## config.mk

```make
export PLATFORM = sky130hd
export DESIGN_NAME = audio_dac_tx
export DESIGN_NICKNAME = d
export VERILOG_FILES = /design/src/rtl/audio_dac_tx.sv
export SDC_FILE = /design/constraint.sdc
export NUM_CORES = 1
export LEC_CHECK = 0
export BUFFER_PORTS_ARGS = -buffer_cell sky130_fd_sc_hd__buf_2
export CORE_ASPECT_RATIO = 2
export CORE_MARGIN = 2
export CORE_UTILIZATION = 45
export DETAILED_ROUTE_END_ITERATION = 8
export REMOVE_ABC_BUFFERS = 1
export SYNTH_ARGS = -nofsm -noshare
export SYNTH_HDL_FRONTEND = slang
export SYNTH_SLANG_ARGS = --single-unit
```

## constraint.sdc

```tcl
create_clock -name CLOCK_50 -period 2.1 [get_ports CLOCK_50]
set_input_delay 0.21 -clock CLOCK_50 [delete_from_list [all_inputs] [get_ports CLOCK_50]]
set_output_delay 0.21 -clock CLOCK_50 [all_outputs]
set_load 0.02 [all_outputs]
```

## src/rtl/audio_dac_tx.sv

```systemverilog
// -----------------------------------------------------------------------------
// audio_dac_tx
//
// I2S transmitter for the WM8731 DAC data line. The codec is bit-clock and
// frame master; BCLK and DACLRCK are resynchronised into the CLOCK_50 domain,
// where all state lives. Stereo sample pairs arrive through a valid/ready
// handshake into a one-pair holding buffer and are sent MSB first, one word per
// channel slot, in I2S alignment (MSB one BCLK after the LRCK change). A frame
// that starts with an empty buffer transmits silence and is counted.
//
// Ports
//   CLOCK_50       in   system clock
//   RESET_N        in   asynchronous active-low reset
//   BCLK           in   codec bit clock (asynchronous, oversampled)
//   DACLRCK        in   codec frame clock, 0 = left slot, 1 = right slot
//   DACDAT         out  serial data to codec, MSB first
//   leftSampleIn   in   signed left sample
//   rightSampleIn  in   signed right sample
//   sampleValid    in   sample pair valid
//   sampleReady    out  holding buffer empty; pair taken on valid && ready
//   frameStart     out  one-cycle pulse per detected left-frame start
//   underrun       out  one-cycle pulse when a frame starts with empty buffer
//   underrunCount  out  saturating underrun count
// -----------------------------------------------------------------------------
module audio_dac_tx #(
  parameter int DATA_WIDTH  = 16,
  parameter int SYNC_STAGES = 2
) (
  input  logic                  CLOCK_50,
  input  logic                  RESET_N,
  input  logic                  BCLK,
  input  logic                  DACLRCK,
  output logic                  DACDAT,
  input  logic [DATA_WIDTH-1:0] leftSampleIn,
  input  logic [DATA_WIDTH-1:0] rightSampleIn,
  input  logic                  sampleValid,
  output logic                  sampleReady,
  output logic                  frameStart,
  output logic                  underrun,
  output logic [15:0]           underrunCount
);

  localparam int CNT_W = $clog2(DATA_WIDTH + 1);

  typedef enum logic [1:0] {
    WAIT_FRAME,
    LEFT,
    RIGHT
  } state_t;

  state_t state, next_state;

  // Synchronisers and edge detection
  logic [SYNC_STAGES-1:0] bclk_sync;
  logic [SYNC_STAGES-1:0] lrck_sync;
  logic                   bclk_s;
  logic                   lrck_s;
  logic                   bclk_d;
  logic                   bclk_rise;
  logic                   bclk_fall;

  // LRCK as seen on BCLK rising edges
  logic lrck_sampled;
  logic lrck_prev;
  logic eval;
  logic lrck_fall;
  logic lrck_rise;

  // Holding buffer
  logic [DATA_WIDTH-1:0] hold_l;
  logic [DATA_WIDTH-1:0] hold_r;
  logic                  full;
  logic                  accept;

  // Serialiser
  logic [DATA_WIDTH-1:0] shift_reg;
  logic [DATA_WIDTH-1:0] right_word;
  logic [CNT_W-1:0]      bit_cnt;

  // FSM strobes
  logic load_left;
  logic load_right;

  assign bclk_s    = bclk_sync[SYNC_STAGES-1];
  assign lrck_s    = lrck_sync[SYNC_STAGES-1];
  assign bclk_rise = bclk_s & ~bclk_d;
  assign bclk_fall = ~bclk_s & bclk_d;

  // The transition is judged one cycle after the rising edge that sampled
  // LRCK, so lrck_prev/lrck_sampled already hold the before/after pair.
  assign lrck_fall = lrck_prev & ~lrck_sampled;
  assign lrck_rise = ~lrck_prev & lrck_sampled;

  assign sampleReady = ~full;
  assign accept      = sampleValid & ~full;

  // ---------------------------------------------------------------------------
  // Clock-domain crossing and LRCK sampling
  // ---------------------------------------------------------------------------
  always_ff @(posedge CLOCK_50 or negedge RESET_N) begin
    if (!RESET_N) begin
      bclk_sync    <= '0;
      lrck_sync    <= '0;
      bclk_d       <= 1'b0;
      eval         <= 1'b0;
      lrck_sampled <= 1'b0;
      lrck_prev    <= 1'b0;
    end else begin
      bclk_sync <= {bclk_sync[SYNC_STAGES-2:0], BCLK};
      lrck_sync <= {lrck_sync[SYNC_STAGES-2:0], DACLRCK};
      bclk_d    <= bclk_s;
      eval      <= bclk_rise;
      if (bclk_rise) begin
        lrck_sampled <= lrck_s;
        lrck_prev    <= lrck_sampled;
      end
    end
  end

  // ---------------------------------------------------------------------------
  // Frame state machine
  // ---------------------------------------------------------------------------
  always_ff @(posedge CLOCK_50 or negedge RESET_N) begin
    if (!RESET_N) begin
      state <= WAIT_FRAME;
    end else begin
      state <= next_state;
    end
  end

  always_comb begin
    next_state = state;
    load_left  = 1'b0;
    load_right = 1'b0;
    if (eval) begin
      case (state)
        WAIT_FRAME: begin
          // Only a left start aligns us; a right start here is ignored.
          if (lrck_fall) begin
            next_state = LEFT;
            load_left  = 1'b1;
          end
        end
        LEFT: begin
          if (lrck_fall) begin
            load_left = 1'b1;
          end else if (lrck_rise) begin
            next_state = RIGHT;
            load_right = 1'b1;
          end
        end
        RIGHT: begin
          if (lrck_fall) begin
            next_state = LEFT;
            load_left  = 1'b1;
          end
        end
        default: next_state = WAIT_FRAME;
      endcase
    end
  end

  // ---------------------------------------------------------------------------
  // Holding buffer
  // ---------------------------------------------------------------------------
  // A handshake is only possible while empty, so it never collides with the
  // left load clearing a full buffer; on an empty-buffer load the new pair
  // simply lands for the following frame.
  always_ff @(posedge CLOCK_50 or negedge RESET_N) begin
    if (!RESET_N) begin
      hold_l <= '0;
      hold_r <= '0;
      full   <= 1'b0;
    end else begin
      if (accept) begin
        hold_l <= leftSampleIn;
        hold_r <= rightSampleIn;
        full   <= 1'b1;
      end else if (load_left) begin
        full <= 1'b0;
      end
    end
  end

  // ---------------------------------------------------------------------------
  // Serialiser, pulses and underrun counter
  // ---------------------------------------------------------------------------
  always_ff @(posedge CLOCK_50 or negedge RESET_N) begin
    if (!RESET_N) begin
      shift_reg     <= '0;
      right_word    <= '0;
      bit_cnt       <= CNT_W'(DATA_WIDTH);
      DACDAT        <= 1'b0;
      frameStart    <= 1'b0;
      underrun      <= 1'b0;
      underrunCount <= '0;
    end else begin
      frameStart <= load_left;
      underrun   <= load_left & ~full;

      if (load_left) begin
        bit_cnt <= '0;
        if (full) begin
          shift_reg  <= hold_l;
          right_word <= hold_r;
        end else begin
          shift_reg  <= '0;
          right_word <= '0;
          if (underrunCount != '1) begin
            underrunCount <= underrunCount + 16'd1;
          end
        end
      end else if (load_right) begin
        bit_cnt   <= '0;
        shift_reg <= right_word;
      end else if (bclk_fall) begin
        if (bit_cnt < CNT_W'(DATA_WIDTH)) begin
          DACDAT    <= shift_reg[DATA_WIDTH-1];
          shift_reg <= {shift_reg[DATA_WIDTH-2:0], 1'b0};
          bit_cnt   <= bit_cnt + CNT_W'(1);
        end else begin
          DACDAT <= 1'b0;
        end
      end
    end
  end

endmodule

```

==> flow_metrics.py, run 1 <==
metrics = {
    "yosys": {
        "synth_top_family_by_area": "simple AND/OR/NAND/NOR gates",
        "yosysWarnings": 0,
        "synth_edf_count": 0,
        "syn_area_per_cell_um2": 11.0,
        "netlist_instances": 410,
        "synth_xor_area_share_pct": 2.92,
        "yosysTopAreaCellShare_pct": 54.5,
        "synth-seq-cells": 99,
        "synth_mux_area_share_pct": 9.57,
        "synth_area_leader_cell": "dfrtp_1",
        "synth-main-ff-cell": "dfrtp_1",
        "netlist_area_um2": 4500,
        "async_flop_share_pct": 100,
        "synthSimpleGateAreaFrac_pct": 19.0,
        "synth.most_common_cell": "dfrtp_1",
        "ys_types": 47,
        "synth_compound_area_share_pct": 9.29,
        "synth_area_leaders": "dfrtp_1 55%, mux2_2 9.0%, nand2_1 4.7%, nand3_1 3.9%, xor2_1 2.5%",
        "ys_seq_area_share_pct": 55.1,
        "yosys.area_share.adder_pct": 0.556,
        "ys_top_cells_by_count": "98 x dfrtp_1, 56 x nand2_1, 36 x mux2_2, 35 x nand3_1, 20 x nor3_1",
    },
    "pwr": {
        "power.share.sequential_pct": 48.2,
        "power_frac_comb_pct": 26.2,
        "p_leak_nw": 2.53,
        "p_per_area_nw_per_um2": 1170,
        "power_mw": 6.21,
        "power_switching_share_pct": 30.9,
        "power.share.clock_pct": 25.6,
        "peakVddDrop_mv": 0.520,
        "power_switching_mw": 1.92,
        "internal_power_mw": 4.29,
    },
    "setup_path": {
        "end_kind": "flip-flop",
        "cp-start-kind": "flip-flop",
        "critical_path_required_ns": 2.33,
        "criticalPathCategory": "reg2reg",
        "critical_path_arrival_ns": 2.10,
        "cp_max_fo": 4,
    },
    "timing": {
        "rsz0062_at_grt": "false",
        "setup_violations": 0,
        "whs_ns": 0.0964,
        "slew_viol_final": 0,
        "finClkSkew_ns": 0.00652,
        "slew_headroom_pct": 67.5,
        "min_period_ns": 1.87,
        "hold_violations": 0,
        "min_period_over_period_pct": 89.1,
        "tightest_slew_ns": 0.480,
        "max_freq_mhz": 535,
        "fin_ws_ns": 0.230,
        "setup_tns_ns": 0,
    },
    "detailed_routing": {
        "drtIter0Drc": 180,
        "drt-total-wl_mm": 9.98,
        "drc": 0,
        "vias": 3258,
        "wl_per_cell_um": 16.4,
        "ant_nets": 0,
        "vias_per_cell": 5.37,
        "drt_first_pass_iters": 4,
    },
    "floorplan": {
        "ios": 57,
        "num_rows": 51,
        "die-area_um2": 10900,
        "fp.dieH_um": 145,
        "initial_utilization_pct": 46.1,
        "die_w_um": 74.7,
        "core_um2": 9760,
    },
    "clock_network": {
        "tritoncts": "yes",
        "cts_buffer_depth": 2,
        "cts_setup_buffers": 0,
        "htree_levels": 3,
        "path_clk_slew_ns": 0.07,
        "post_cts_resized": 0,
        "numCtsBuffers": 9,
        "cts.sinks": 99,
        "root_buffer": "clkbuf_16",
        "worst_skew_pair.late_latency_ns": 0.34,
    },
    "layout": {
        "drive_gt1_share_pct": 29.3,
        "nets": 509,
        "diodes": 0,
        "stdcell_area_um2": 5310,
        "area_growth_pct": 18.0,
        "fin_cells": 607,
        "final_core_util_pct": 54.4,
        "fillers": 888,
    },
    "global_route": {
        "grt_pass1_vias": 3563,
        "met2_usage_pct": 34.7,
        "grt.total_usage_pct": 20.1,
        "grt-ovfl-total": 0,
        "antenna_found_initial": 0,
        "grt_pass1_wl_mm": 16.9,
        "met3_usage_pct": 4.02,
        "grt_max_degree": 42,
        "grt_use_met1_pct": 23.4,
        "gr-max-usage-layer": "met2",
    },
    "placed_design": {
        "io_buffers": 56,
        "routabilityCongestion": 0.829,
        "hpwl_mm": 6.98,
        "place_ws_ns": 0.257,
        "place_area_um2": 4980,
        "placedCellCount": 588,
    },
    "flow_run": {
        "cap_violations": 0,
    },
    "worst_hold_path": {
        "hold_class": "in2reg",
    },
    "status": {
        "status": "finished, final reports clean",
    },
}
what timing repair did:
item                                    4_1_cts  5_1_grt
endpoints found under the setup margin        0        0
hold buffers                                  3        0
hold endpoints to repair                     30        0
cell families after synthesis:
logic type	Yosys count
compound gates	60
fa+ha+maj	2
mux	38
flops	99
buf+inv	33
simple gates	163
xor+xnor	15
area by class of cell:
class                   count  area [µm²]  area share [%]
repair buffers             77         485            9.15
inverters                   5        18.8           0.354
multi-input cells         278        1870            35.2
clock inverters             3        21.3           0.401
clock buffers              13         270            5.09
well taps                 132         165            3.11
flip-flops and latches     99        2480            46.7
worst paths after layout:
| check | end | cells after the start | slack [ns] | start |
|---|---|---|---|---|
| worst max-delay path | underrunCount[1] | 5 | 0.23 | underrunCount[0] |
| worst min-delay path | hold_l[14] | 2 | 0.1 | leftSampleIn[14] |
| worst max register to register | underrunCount[1] | 5 | 0.23 | underrunCount[0] |
| worst min register to register | lrck_sync[1] | 0 | 0.36 | lrck_sync[0] |
| max in group asynchronous | bit_cnt[4] | 3 | 1.10 | RESET_N |
| min in group asynchronous | hold_r[1] | 2 | 0.35 | RESET_N |
worst max-delay path, cell delays in order, from the launching register on:
cell	delay (ns)
dfrtp_1	0.39
ha_1	0.22
and4_1	0.24
nor4b_1	0.42
nor2_1	0.18
mux2_2	0.30
per-layer routing:
metal | routed length (µm) | share of wire (%)
met1 | 3910 | 39
met2 | 5570 | 56
met3 | 296 | 3.0
met4 | 200 | 2.0
met5 | 0 | 0
power groups by stage:
| stage | Clock [mW] | Sequential, mW | Combinational, mW |
|---|---|---|---|
| global route | 1.72 | 3.08 | 1.83 |
| global placement | 0 | 3.00 | 1.61 |
| finish | 1.59 | 3.00 | 1.63 |
| CTS | 1.63 | 3.01 | 1.66 |
| floorplan | 0 | 2.98 | 1.11 |
| detailed placement | 0 | 3.03 | 1.65 |
placed cells by master (no fill, tap or decap), types with 2 or more instances in the layout:
cell,n
nand4_1,3
nor2b_1,3
dlygate4sd3_1,3
nor3b_1,2
ha_1,2
nor2_1,7
buf_2,55
inv_1,5
or2_2,2
o21ai_0,5
xnor2_1,2
dfrtp_1,98
clkbuf_8,3
nor3b_2,2
a21boi_0,15
nor3_1,20
nand3_1,35
a21oi_1,17
clkbuf_16,9
and3_1,16
xor2_1,13
nand2b_1,2
buf_12,3
nor4b_1,4
nand2_1,56
buf_4,16
a31oi_1,2
o31ai_1,15
mux2_2,36
Note: power is estimated with default switching activity, not from simulation.
==> inputs of run 2 (changes only) <==
RECOVER_POWER = 25   (was not set)
==> run 2 against run 1 <==
Effect of this change:
- via count is 0.18% higher
- worst hold slack worse by 0.00064 ns
- largest power group unchanged
- die area stayed put
- worst setup slack better by 0.0044 ns
- maximum frequency is 0.24% higher
- clock skew is 0.00077 ns higher
- final cell count stayed put
- sequential power hardly changed
- combinational power hardly changed
- power hardly changed
==> flow_metrics.py, run 2 (synthesized netlist as in run 1, its figures left out) <==
metrics = {
    "floorplan": {
        "core_um2": 9760,
        "die_w_um": 74.7,
        "ios": 57,
        "fp.dieH_um": 145,
        "initial_utilization_pct": 46.1,
        "die-area_um2": 10900,
        "num_rows": 51,
    },
    "pwr": {
        "p_per_area_nw_per_um2": 1170,
        "power_mw": 6.21,
        "p_leak_nw": 2.53,
        "peakVddDrop_mv": 0.520,
    },
    "timing": {
        "hold_violations": 0,
        "min_period_ns": 1.87,
        "max_freq_mhz": 536,
        "setup_violations": 0,
        "rsz0062_at_grt": "false",
        "slew_viol_final": 0,
        "min_period_over_period_pct": 88.9,
        "fin_ws_ns": 0.234,
        "slew_headroom_pct": 46.7,
        "setup_tns_ns": 0,
        "finClkSkew_ns": 0.00729,
        "whs_ns": 0.0958,
        "tightest_slew_ns": 0.800,
    },
    "detailed_routing": {
        "vias": 3264,
        "drc": 0,
        "drtIter0Drc": 189,
        "drt-total-wl_mm": 9.98,
        "dr_wl_met3_um": 344,
        "drt_first_pass_iters": 5,
        "met1_length_mm": 3.87,
        "dr_wl_met2_mm": 5.57,
        "wl_per_cell_um": 16.4,
        "highest_layer": "met4",
        "vias_per_cell": 5.38,
        "ant_nets": 0,
    },
    "flow_run": {
        "cap_violations": 0,
    },
    "setup_path": {
        "ff2ff_setup_slack_ns": 0.23,
        "critical_path_arrival_ns": 2.10,
        "reg2reg_from": "underrunCount[0]",
        "criticalPathCategory": "reg2reg",
        "cp_max_fo": 4,
        "end_kind": "flip-flop",
        "reg2reg_depth": 5,
        "critical_path_required_ns": 2.33,
        "cp-start-kind": "flip-flop",
        "r2r_end": "underrunCount[1]",
    },
    "layout": {
        "fin_cells": 607,
        "fillers": 887,
        "diodes": 0,
        "nets": 509,
        "stdcell_area_um2": 5290,
        "drive_gt1_share_pct": 29.3,
        "mostFrequentLayoutCells": "98 x dfrtp_1, 56 x nand2_1, 55 x buf_2, 36 x mux2_2, 35 x nand3_1",
        "area_growth_pct": 17.7,
        "final_core_util_pct": 54.2,
        "layout_commonest_cell": "dfrtp_1",
    },
    "clock_network": {
        "tritoncts": "yes",
        "cts_buffer_depth": 2,
        "hold_buffers": 3,
        "cts_setup_buffers": 0,
        "cts.sinks": 99,
        "root_buffer": "clkbuf_16",
        "htree_levels": 3,
        "path_clk_slew_ns": 0.07,
        "numCtsBuffers": 9,
        "post_cts_resized": 0,
        "worst_skew_pair.late_latency_ns": 0.34,
    },
    "placed_design": {
        "io_buffers": 56,
        "place_area_um2": 4980,
        "hpwl_mm": 6.98,
        "place_ws_ns": 0.257,
        "placedCellCount": 588,
        "routabilityCongestion": 0.829,
    },
    "global_route": {
        "grt_max_degree": 42,
        "grt_pass1_wl_mm": 16.9,
        "grt.total_usage_pct": 20.1,
        "antenna_found_initial": 0,
        "grt_pass1_vias": 3563,
        "grt-ovfl-total": 0,
    },
    "worst_hold_path": {
        "holdPathEnd": "hold_l[14]",
        "hold_path.startpoint": "leftSampleIn[14]",
        "hold_class": "in2reg",
        "holdPathStages": 2,
    },
    "status": {
        "status": "finished, final reports clean",
    },
}
run 2: cell types whose count changed in the layout (fill, tap and decap cells not counted):
cell      before  now
clkbuf_4       0    1
buf_4         16   15
buf_12         3    2
clkbuf_2       0    1
run 2: power by group:
| part | switching (mW) | total [mW] | internal [mW] | leakage, nW |
|---|---|---|---|---|
| combinational | 0.812 | 1.62 | 0.808 | 1.18 |
| clock | 0.690 | 1.59 | 0.901 | 0.142 |
| sequential | 0.414 | 3.00 | 2.58 | 1.20 |
| total | 1.92 | 6.21 | 4.29 | 2.53 |
run 2: worst max path at each step:
stage | start | end | slack [ns]
finish | underrunCount[0] | underrunCount[1] | 0.23
global route | underrunCount[0] | underrunCount[1] | 0.09
CTS | underrunCount[0] | underrunCount[1] | 0.25
detailed placement | underrunCount[0] | underrunCount[1] | 0.26
global placement | underrunCount[0] | underrunCount[1] | 0.29
floorplan | full | hold_l[0] | -0.70
run 2: layout make-up:
cell class / instances / area, µm² / area share (%)
clock buffer: 13 / 270 / 5.11
timing repair buffer: 77 / 470 / 8.89
clock inverter: 3 / 21.3 / 0.402
tap: 132 / 165 / 3.12
sequential: 99 / 2480 / 46.8
multi-input combinational: 278 / 1870 / 35.3
inverter: 5 / 18.8 / 0.355
run 2: worst max-delay path, stage by stage, from the launching register on:
cell and delay, ns:
dfrtp_1 0.39, ha_1 0.22, and4_1 0.24, nor4b_1 0.42, nor2_1 0.18, mux2_2 0.30
run 2: routing by layer:
layer  vias to the layer above  global-route usage, %
li1                       1561                      -
met2                        63                   34.7
met1                      1627                   23.4
met3                        13                   4.02
met5                         -                      0
met4                         0                   8.30
